<file path="src/rtl/seq_code_lock_pkg.sv">
// rtl/seq_code_lock_pkg.sv - shared types, segment constants and hex decoder for seq_code_lock
// Contents:
//   state_t      lock FSM encoding (ST_ENTRY, ST_UNLOCKED, ST_LOCKOUT)
//   SEG_0..SEG_F seven-segment patterns {a..g}, bit6 = a, active-high
//   AN_MASK      constant digit enable pattern
//   hex_to_seg   4-bit value to segment pattern
package seq_code_lock_pkg;

  typedef enum logic [1:0] {
    ST_ENTRY    = 2'd0,
    ST_UNLOCKED = 2'd1,
    ST_LOCKOUT  = 2'd2
  } state_t;

  localparam logic [6:0] SEG_0 = 7'b1111110;
  localparam logic [6:0] SEG_1 = 7'b0110000;
  localparam logic [6:0] SEG_2 = 7'b1101101;
  localparam logic [6:0] SEG_3 = 7'b1111001;
  localparam logic [6:0] SEG_4 = 7'b0110011;
  localparam logic [6:0] SEG_5 = 7'b1011011;
  localparam logic [6:0] SEG_6 = 7'b1011111;
  localparam logic [6:0] SEG_7 = 7'b1110000;
  localparam logic [6:0] SEG_8 = 7'b1111111;
  localparam logic [6:0] SEG_9 = 7'b1111011;
  localparam logic [6:0] SEG_A = 7'b1110111;
  localparam logic [6:0] SEG_B = 7'b0011111;
  localparam logic [6:0] SEG_C = 7'b1001110;
  localparam logic [6:0] SEG_D = 7'b0111101;
  localparam logic [6:0] SEG_E = 7'b1001111;
  localparam logic [6:0] SEG_F = 7'b1000111;

  localparam logic [7:0] AN_MASK = 8'b0001_0001;

  function automatic logic [6:0] hex_to_seg(input logic [3:0] v);
    logic [6:0] s;
    case (v)
      4'h0: s = SEG_0;
      4'h1: s = SEG_1;
      4'h2: s = SEG_2;
      4'h3: s = SEG_3;
      4'h4: s = SEG_4;
      4'h5: s = SEG_5;
      4'h6: s = SEG_6;
      4'h7: s = SEG_7;
      4'h8: s = SEG_8;
      4'h9: s = SEG_9;
      4'hA: s = SEG_A;
      4'hB: s = SEG_B;
      4'hC: s = SEG_C;
      4'hD: s = SEG_D;
      4'hE: s = SEG_E;
      default: s = SEG_F;
    endcase
    return s;
  endfunction

endpackage

</file>
<file path="src/rtl/seq_code_lock_btn_debounce.sv">
// rtl/seq_code_lock_btn_debounce.sv - button synchroniser, stable-count debounce and press pulse
// Ports:
//   clk     in   system clock
//   reset   in   asynchronous active-low reset
//   btn_in  in   raw asynchronous button level
//   press   out  one-cycle pulse on the debounced rising edge
module btn_debounce
  import seq_code_lock_pkg::*;
#(
  parameter int DB_CYCLES = 4
) (
  input  logic clk,
  input  logic reset,
  input  logic btn_in,
  output logic press
);

  localparam int CW = (DB_CYCLES > 1) ? $clog2(DB_CYCLES) : 1;

  logic          sync1_q, sync1_d;
  logic          sync2_q, sync2_d;
  logic          level_q, level_d;
  logic          press_q, press_d;
  logic [CW-1:0] cnt_q, cnt_d;

  // cnt_q counts how many consecutive samples have disagreed with the
  // accepted level; the level flips on the DB_CYCLES-th such sample.
  always_comb begin
    sync1_d = btn_in;
    sync2_d = sync1_q;
    level_d = level_q;
    cnt_d   = '0;
    if (sync2_q != level_q) begin
      if (cnt_q == CW'(DB_CYCLES - 1)) begin
        level_d = sync2_q;
      end else begin
        cnt_d = cnt_q + 1'b1;
      end
    end
    press_d = level_d & ~level_q;
  end

  always_ff @(posedge clk or negedge reset) begin
    if (!reset) begin
      sync1_q <= 1'b0;
      sync2_q <= 1'b0;
      level_q <= 1'b0;
      press_q <= 1'b0;
      cnt_q   <= '0;
    end else begin
      sync1_q <= sync1_d;
      sync2_q <= sync2_d;
      level_q <= level_d;
      press_q <= press_d;
      cnt_q   <= cnt_d;
    end
  end

  assign press = press_q;

endmodule

</file>
<file path="src/rtl/seq_code_lock.sv">
// rtl/seq_code_lock.sv - two-button sequence lock with fail lockout, unlock window and 7-seg status
// Optional feature macro: SEQ_CODE_LOCK_TIMEOUT_EN (abandon a partial entry after ENTRY_TIMEOUT idle cycles)
// Ports:
//   clk      in   system clock
//   reset    in   asynchronous active-low reset
//   b0_in    in   raw button entering a 0 bit
//   b1_in    in   raw button entering a 1 bit
//   unlock   out  high while UNLOCKED
//   lockout  out  high while LOCKOUT
//   a_to_g0  out  segments showing entered-bit count
//   a_to_g1  out  segments showing fail count
//   an       out  digit enables, constant
module seq_code_lock
  import seq_code_lock_pkg::*;
#(
  parameter int                  CODE_LEN       = 7,
  parameter logic [CODE_LEN-1:0] CODE           = 7'b0110110,
  parameter int                  DB_CYCLES      = 4,
  parameter int                  MAX_FAILS      = 3,
  parameter int                  UNLOCK_CYCLES  = 100,
  parameter int                  LOCKOUT_CYCLES = 200,
  parameter int                  ENTRY_TIMEOUT  = 1000
) (
  input  logic       clk,
  input  logic       reset,
  input  logic       b0_in,
  input  logic       b1_in,
  output logic       unlock,
  output logic       lockout,
  output logic [6:0] a_to_g0,
  output logic [6:0] a_to_g1,
  output logic [7:0] an
);

  localparam int CW   = $clog2(CODE_LEN + 1);
  localparam int FW   = $clog2(MAX_FAILS + 1);
  localparam int TMAX = (UNLOCK_CYCLES > LOCKOUT_CYCLES) ? UNLOCK_CYCLES : LOCKOUT_CYCLES;
  localparam int TW   = $clog2(TMAX + 1);

  state_t              state_q, state_d;
  logic [CW-1:0]       count_q, count_d;
  logic [CODE_LEN-1:0] entry_q, entry_d;
  logic [FW-1:0]       fails_q, fails_d;
  logic [TW-1:0]       timer_q, timer_d;
  logic [6:0]          seg0_q, seg0_d;
  logic [6:0]          seg1_q, seg1_d;

  logic                p0, p1;
  logic                press_valid;
  logic [CODE_LEN-1:0] shifted;
  logic [CW-1:0]       count_inc;

  btn_debounce #(.DB_CYCLES(DB_CYCLES)) u_db0 (.clk(clk), .reset(reset), .btn_in(b0_in), .press(p0));
  btn_debounce #(.DB_CYCLES(DB_CYCLES)) u_db1 (.clk(clk), .reset(reset), .btn_in(b1_in), .press(p1));

  // Simultaneous presses are ambiguous and dropped entirely.
  assign press_valid = p0 ^ p1;
  assign shifted     = {entry_q[CODE_LEN-2:0], p1};
  assign count_inc   = count_q + 1'b1;

`ifdef SEQ_CODE_LOCK_TIMEOUT_EN
  localparam int IW = $clog2(ENTRY_TIMEOUT + 1);
  logic [IW-1:0] idle_q, idle_d;
`else
  logic unused_timeout;
  assign unused_timeout = (ENTRY_TIMEOUT != 0);
`endif

  always_comb begin
    state_d = state_q;
    count_d = count_q;
    entry_d = entry_q;
    fails_d = fails_q;
    timer_d = timer_q;
`ifdef SEQ_CODE_LOCK_TIMEOUT_EN
    idle_d  = idle_q;
`endif
    case (state_q)
      ST_ENTRY: begin
        if (press_valid) begin
`ifdef SEQ_CODE_LOCK_TIMEOUT_EN
          idle_d = IW'(ENTRY_TIMEOUT);
`endif
          if (count_inc == CW'(CODE_LEN)) begin
            // Compare includes the bit arriving this cycle.
            count_d = '0;
            entry_d = '0;
            if (shifted == CODE) begin
              state_d = ST_UNLOCKED;
              fails_d = '0;
              timer_d = TW'(UNLOCK_CYCLES - 1);
            end else begin
              fails_d = fails_q + 1'b1;
              if (fails_q + 1'b1 == FW'(MAX_FAILS)) begin
                state_d = ST_LOCKOUT;
                timer_d = TW'(LOCKOUT_CYCLES - 1);
              end
            end
          end else begin
            count_d = count_inc;
            entry_d = shifted;
          end
        end
`ifdef SEQ_CODE_LOCK_TIMEOUT_EN
        else if (count_q != '0) begin
          if (idle_q <= IW'(1)) begin
            count_d = '0;
            entry_d = '0;
          end else begin
            idle_d = idle_q - 1'b1;
          end
        end
`endif
      end
      ST_UNLOCKED: begin
        // A press here only re-locks; it is not taken as a code bit.
        if (press_valid || timer_q == '0) begin
          state_d = ST_ENTRY;
        end else begin
          timer_d = timer_q - 1'b1;
        end
      end
      ST_LOCKOUT: begin
        if (timer_q == '0) begin
          state_d = ST_ENTRY;
          fails_d = '0;
        end else begin
          timer_d = timer_q - 1'b1;
        end
      end
      default: state_d = ST_ENTRY;
    endcase

    // CODE_LEN <= 15 and MAX_FAILS <= 15 keep both values within one hex digit.
    seg0_d = hex_to_seg(4'(count_q));
    seg1_d = hex_to_seg(4'(fails_q));
  end

  always_ff @(posedge clk or negedge reset) begin
    if (!reset) begin
      state_q <= ST_ENTRY;
      count_q <= '0;
      entry_q <= '0;
      fails_q <= '0;
      timer_q <= '0;
      seg0_q  <= SEG_0;
      seg1_q  <= SEG_0;
`ifdef SEQ_CODE_LOCK_TIMEOUT_EN
      idle_q  <= '0;
`endif
    end else begin
      state_q <= state_d;
      count_q <= count_d;
      entry_q <= entry_d;
      fails_q <= fails_d;
      timer_q <= timer_d;
      seg0_q  <= seg0_d;
      seg1_q  <= seg1_d;
`ifdef SEQ_CODE_LOCK_TIMEOUT_EN
      idle_q  <= idle_d;
`endif
    end
  end

  assign unlock  = (state_q == ST_UNLOCKED);
  assign lockout = (state_q == ST_LOCKOUT);
  assign a_to_g0 = seg0_q;
  assign a_to_g1 = seg1_q;
  assign an      = AN_MASK;

endmodule
</file>
<file path="config.mk">
export PLATFORM = sky130hd
export DESIGN_NAME = seq_code_lock
export DESIGN_NICKNAME = d
export VERILOG_FILES = /design/src/rtl/seq_code_lock_pkg.sv /design/src/rtl/seq_code_lock_btn_debounce.sv /design/src/rtl/seq_code_lock.sv
export SDC_FILE = /design/constraint.sdc
export NUM_CORES = 1
export LEC_CHECK = 0
export ABC_AREA = 0
export BUFFER_PORTS_ARGS = -buffer_cell sky130_fd_sc_hd__buf_2
export CAP_MARGIN = 20
export CORE_MARGIN = 2
export CORE_UTILIZATION = 52
export DETAILED_ROUTE_END_ITERATION = 12
export PLACE_DENSITY = 0.76
export RECOVER_POWER = 100
export SLEW_MARGIN = 20
export SYNTH_ARGS = -nofsm -noshare
export SYNTH_HDL_FRONTEND = slang
export SYNTH_HIERARCHICAL = 1
export SYNTH_SLANG_ARGS = --single-unit
</file>
<file path="constraint.sdc">
create_clock -name clk -period 1.9 [get_ports clk]
set_input_delay 0 -clock clk [delete_from_list [all_inputs] [get_ports clk]]
set_output_delay 0 -clock clk [all_outputs]
set_load 0.01 [all_outputs]
</file>
Yosys cells after proc, flatten, opt, wreduce, memory -nomap -nowiden. Memories as Yosys holds them, arrays and structs flattened. A register that Yosys moved wholly into a read port is not among the register bits. Index checks and enable logic that the tools add are counted.

Memories: 1. Register bits: 40. Memory bits (read-only): 56. Word-level logic and storage cells: 86.

Memory list: (no name shown) (depth 8, width 7, rd ports 1, clocked after memory_dff 1, wr ports 0, RTL line seq_code_lock_pkg.sv:36) `case (v)`.

Add/subtract/negate cells: 5. Eq/ne operators: 19. Reduce and logical (&&, ||, !) cells: 11. Multiplexer cells: 29. Bitwise gates (word level): 5.

Operator list (count): 2-to-1 mux 8 bit (6); case mux 7 bit (4 select lines) (1); 2-to-1 mux 2 bit (13); case mux 8 bit (3 select lines) (1); == test 2 bit, second input constant (6); logical NOT 8 bit (1); inequality test 2 bit, second input constant (4); subtractor 8 x 1 -> 8 bit, second input constant (1); == test 7 x 6 -> 1 bit, second input constant (1); adder 2 x 1 -> 2 bit, second input constant (3); 2-to-1 mux 6 bit (1); case mux 2 bit (3 select lines) (1); AND reduction 6 bit (1); AND reduction 5 bit (1); == test 2 x 1 -> 1 bit, second input constant (2); logical NOT 2 bit (2); 2-to-1 mux 1 bit (4); inequality test 2 x 1 -> 1 bit, second input constant (2); case mux 2 bit (2 select lines) (1); AND reduction 4 bit (1); adder 3 x 1 -> 3 bit, second input constant (1); == test 3 bit, second input constant (1); 2-to-1 mux 3 bit (1); inequality test 3 bit, second input constant (1); other kinds (9) (12).

Depth between registers and ports, before layout.
Word-level depth: 7. Depth in mapped cells: 8. Gate-level depth less buffers: 7.

Hierarchy. Netlist, hierarchy kept.

By module, submodules not included: seq_code_lock (area each 1851.8 um^2, times used 1, cells an instance 180, seq. area each 838.3 um^2); btn_debounce (area each 203.9 um^2, times used 2, cells an instance 14, seq. area each 150.1 um^2).

Least setup slack after synthesis. Ideal clock, no wire load.

Kind: register -> register. Start: register state_q[0]. End: register timer_q[7]. Stages on the path, launching flop included: 7. Arrival: 2.028 ns. Path buffers: 0. Period minus slack after synthesis: 2.153 ns. Data required time: 1.775 ns. Library setup time: 0.125 ns. Path slack: -0.253 ns. Path through: dfrtp_1 > inv_1 > ha_1 > or2_2 > a32oi_1 > and2_4 > mux2_2.

Cells in the longest elaborated chain, start to end: 3. Elaborated cells between the ends (all ways): 11. Those cells by class: eq/ne: 7; mux: 1; reduce/logical: 3.

RTL lines: from (decl) (RTL line seq_code_lock.sv:40) `state_t state_q, state_d;`; from (signal assigned) (RTL line seq_code_lock.sv:152) `state_q <= state_d;`; == test 2 bit *; via lockout (RTL line seq_code_lock.sv:29) `output logic lockout,`; inequality test 2 bit (no source line) / nonzero test 3 bit (equally long branches); AND reduction 6 bit (no source line); to (signal assigned) (RTL line seq_code_lock.sv:156) `timer_q <= timer_d;`; to (decl) (RTL line seq_code_lock.sv:44) `logic [TW-1:0] timer_q, timer_d;`.

Mark *: on every way through the listed nets, which the timed path passes. The rest lies on a longest branch. A chain may end at the register's enable or synchronous reset.

Final worst setup path.
Start: register state_q[0]. End: register timer_q[7].

Cells in the longest elaborated chain, start to end: 3. Elaborated cells between the ends (all ways): 11. Those cells by class: eq/ne: 7; mux: 1; reduce/logical: 3.

RTL lines: == test 2 bit, or another cell as far along (RTL line seq_code_lock.sv:78) `case (state_q)`; inequality test 2 bit (no source line), or another cell as far along; AND reduction 6 bit (no source line).

Parallel ways exist; a longest one is shown, timed or not.

==> run summary <==
The run finished with clean final reports. The endpoint required time on the critical path came out at about 2100 ps. The count of buffers from port buffering came out at 18. The detailed route wirelength on metal2 is ~1900 um.

By startpoint and endpoint, the worst setup path is classified as flip-flop to flip-flop. Of the synthesized area, sequential elements account for between 50% and 60%. The number of enable-type register cells in the synthesized netlist came out at 0. In this run the number of H-tree levels came out at 2. The distinct cell type count after synthesis came out at 40. The number of antenna violations at the first check in global routing came out at 0. The kind of end point of the critical path is a flip-flop. Clock tree synthesis found a total of 45 sinks. The count of TritonRoute iterations in the first routing pass is 4. The diode insertion count for antenna repair is 0. OpenSTA, run right after detailed placement, puts the worst setup slack at ~25 ps. The maximum fanout encountered on the critical timing path is 7. In the final routing, the length of wire on met1 measures 1670 um. The path class of the tightest hold or removal check is primary input to flip-flop. Dividing the detail-routed wire length by the instance count gives ~13 um. The largest total area in the synthesized netlist belongs to sky130_fd_sc_hd__dfrtp_1.

Once the floorplan was initialized, standard cells occupied a little under three fifths of the core. The wire length of the first global-routing pass is between 6000 and 7000 um. The portion of synthesized cell area occupied by the leading cell type is 38.8%. The flip-flop and latch count after synthesis came out at 45. The uppermost metal layer occupied by signal nets is met4. The number of ports placed on the die boundary came out at 28. For this run the aggregate overflow at the end of global routing stands at 0. The tool flagged a number of max-cap violations equal to 0. The clock root buffer master is sky130_fd_sc_hd__clkbuf_8. The relative max-transition margin came out at between 30% and 40%. The slew at the pin closest to its max-slew limit came out at 929 ps. The filler cells instantiated in the layout total ~330. The die outline area is between 4000 and 5000 um2. The number of warnings reported in the yosys synthesis log is 6. The net count reported at finish came out at between 200 and 300. The worst-skew pair later-pin latency came out at approximately 300 ps. After detailed placement, the total cell area comes to ~2600 um2. In the routed layout, each cell is associated on average with a via count of approximately 5.3. The shortest clock period the worst path allows after layout is ~1900 ps.

The height of the die is 69.9 um. The post-synthesis instance total came out at about 210. In the synthesized netlist the dominant register cell turns out to be sky130_fd_sc_hd__dfrtp_1. The number of buffers on the longest clock path came out at 2. The pin count of the biggest net entering global routing is 40. The violation count after the first detailed-routing iteration is 96. The aggregate routed wire length came out at slightly below 4000 um. Dividing total power by cell area gives a power density of around 1100 nW/um2. The async set-or-reset flop fraction in the synthesized netlist came out at 100%. The core area is 4090 um2.

The final hold violation count is 0. The data arrival time of the critical path came out at 2040 ps. The peak supply drop came out at 0.568 mV.

The max-slew violation total from the final report came out at 0. The die span in x is 69.9 um. The leakage power is between 1 and 1.5 nW. The all-layer global routing usage came out at between 10% and 20%. Setup repair after global routing could not meet its margin everywhere. The post-DP HPWL came out at between 2000 and 3000 um. The clock transition time at the flip-flop clock pins of the worst setup and hold paths is roughly 80 ps. At the end of routability-driven placement, the weighted congestion stood at between 0.7 and 0.8.

The final setup violation count is 0. The growth of design area from synthesis to finish is 20.5%. Once detail routing completed, the nets flagged for antenna violations numbered 0. The number of vias in the routed layout came out at 1629. After detailed routing, the met3 layer carries ~220 um of wire. The area of the mapped netlist is 2260 um2. Of the cells placed in the final design, the portion with a size suffix greater than 1 is 25.2%. At the end of the flow the core is filled with cells to 66.6%.

The number of CTS-inserted buffers is 5. The worst setup path is launched from a flip-flop. The setup skew after layout came out at about 7.5 ps. For this run, design rule violations remaining after detail routing come to 0. The post-layout instance area came out at around 2700 um2.

TritonCTS built the clock tree. Derived from the worst setup path, the maximum achievable clock frequency is 0.538 GHz. The via count of the first global-routing pass is 1500. Yosys attributes the largest share of cell area to sky130_fd_sc_hd__dfrtp_1 39%, sky130_fd_sc_hd__dfstp_2 12%, sky130_fd_sc_hd__ha_1 11%. The site row count came out at 23. The final period utilization is ~98%. The post-synthesis average cell area came out at roughly 11 um2. After layout, the worst setup slack is around 41 ps.
## routing by layer
| metal | track usage (%) | vias up |
|---|---|---|
| met5 | 0 | - |
| met4 | 7.05 | 0 |
| met3 | 3.46 | 5 |
| met2 | 28.6 | 49 |
| met1 | 20.6 | 782 |
| li1 | - | 793 |
## registers in the layout, summed over array words and instances (netlist names)
name / flops
a_to_g0: 7
a_to_g1: 5
count_q: 3
entry_q: 6
fails_q: 2
state_q: 2
timer_q: 8
u_db0/cnt_q: 2
u_db0/level_q: 1
u_db0/press: 1
u_db0/sync1_q: 1
u_db0/sync2_q: 1
u_db1/cnt_q: 2
u_db1/level_q: 1
u_db1/press: 1
u_db1/sync1_q: 1
u_db1/sync2_q: 1
## report_power, final
group          internal (mW)  switching [mW]  total (mW)
Sequential              1.24           0.135        1.37
Combinational          0.385           0.447       0.833
Clock                  0.427           0.315       0.742
Total                   2.05           0.897        2.95
## what timing repair did
item,in CTS,in global routing
hold endpoints to repair,30,0
buffers inserted,0,5
gates resized for setup,0,5
endpoints found under the setup margin,1,6
pin swaps,1,3
cloned,0,0
hold buffers,3,0
## stage by stage
step	instances	setup TNS (ps)	total power, mW	hold slack, ps
finish	308	0	2.95	339
CTS	303	0	3.04	331
global route	308	-142	3.15	339
detailed placement	292	0	2.28	110
global placement	292	0	2.26	108
floorplan	215	-7.84	1.96	-296
## cells by family (layout without fill, tap and decap cells)
family                     count (synthesis)  count (layout)  share of synthesized area (%)
adders and majority gates                 19              19                           10.5
muxes                                      3               3                           1.49
AOI/OAI and AO/OA                         50              50                           15.1
other                                      2               9                          0.332
DFF                                       45              45                           50.4
and+or+nand+nor                           55              55                           13.1
xor gates and xnor gates                   6               6                           2.66
buffers and inverters                     28              71                           6.42
## worst paths after layout
check | start | endpoint | slack [ps] | depth (start not counted)
min | b1_in | u_db1/sync1_q | 340 | 2
max reg2reg | state_q[0] | timer_q[7] | 40 | 6
max | state_q[0] | timer_q[7] | 40 | 6
max in group asynchronous | reset | timer_q[5] | 750 | 3
min in group asynchronous | reset | a_to_g0[0] | 370 | 2
min reg2reg | u_db0/sync1_q | u_db0/sync2_q | 350 | 0
## layout make-up
type	instances	area, um2	share of cell area (%)
inverters	14	52.6	1.93
repair buffers	49	295	10.8
clock buffers	6	82.6	3.03
multi-input cells	142	1050	38.6
well taps	50	62.6	2.30
flip-flops and latches	45	1140	41.9
clock inverters	2	37.5	1.38
## worst max-delay path, stage by stage, from the launching register on
cell and delay, ps:
sky130_fd_sc_hd__dfrtp_1 370, sky130_fd_sc_hd__inv_1 80, sky130_fd_sc_hd__ha_1 210, sky130_fd_sc_hd__or2_2 320, sky130_fd_sc_hd__a32oi_4 270, sky130_fd_sc_hd__and2_4 210, sky130_fd_sc_hd__mux2_4 290
## Yosys cell counts, types with 3 or more instances
cell                       instances
sky130_fd_sc_hd__a31oi_1           6
sky130_fd_sc_hd__nor2_1           10
sky130_fd_sc_hd__nand2_1          13
sky130_fd_sc_hd__xnor2_1           4
sky130_fd_sc_hd__nand2b_1          6
sky130_fd_sc_hd__nor2b_1           4
sky130_fd_sc_hd__nand3_1           3
sky130_fd_sc_hd__a22o_1            8
sky130_fd_sc_hd__inv_1            14
sky130_fd_sc_hd__o21ai_0          17
sky130_fd_sc_hd__ha_1             19
sky130_fd_sc_hd__nor3_1            6
sky130_fd_sc_hd__a21oi_1          11
sky130_fd_sc_hd__mux2_2            3
sky130_fd_sc_hd__dfstp_2          10
sky130_fd_sc_hd__dfrtp_1          35
sky130_fd_sc_hd__buf_4            10
## cells in the final DEF, fill, tap and decap left out, drive strengths merged
cell type,synthesis,layout
nor4b,1,1
mux2,3,3
or2,2,2
and4b,1,1
dfstp,10,10
or3,2,2
conb,2,9
nand4,1,1
o31ai,1,1
dlygate4sd3,0,3
and3,1,1
nand2b,6,6
clkinvlp,0,1
nand3,4,4
xor2,2,2
o21ai,17,17
a21oi,11,11
nor2,10,10
dfrtp,35,35
o32a,1,1
a31oi,6,6
inv,14,14
a22o,8,8
buf,12,26
bufinv,0,1
clkbuf,2,26
nor3,8,8
a31o,1,1
ha,19,19
o41ai,1,1
nand2,14,14
xnor2,4,4
o32ai,2,2
o22ai,1,1
a32oi,1,1
and2,1,1
nor2b,4,4
Note: power is estimated with default switching activity, not from simulation.
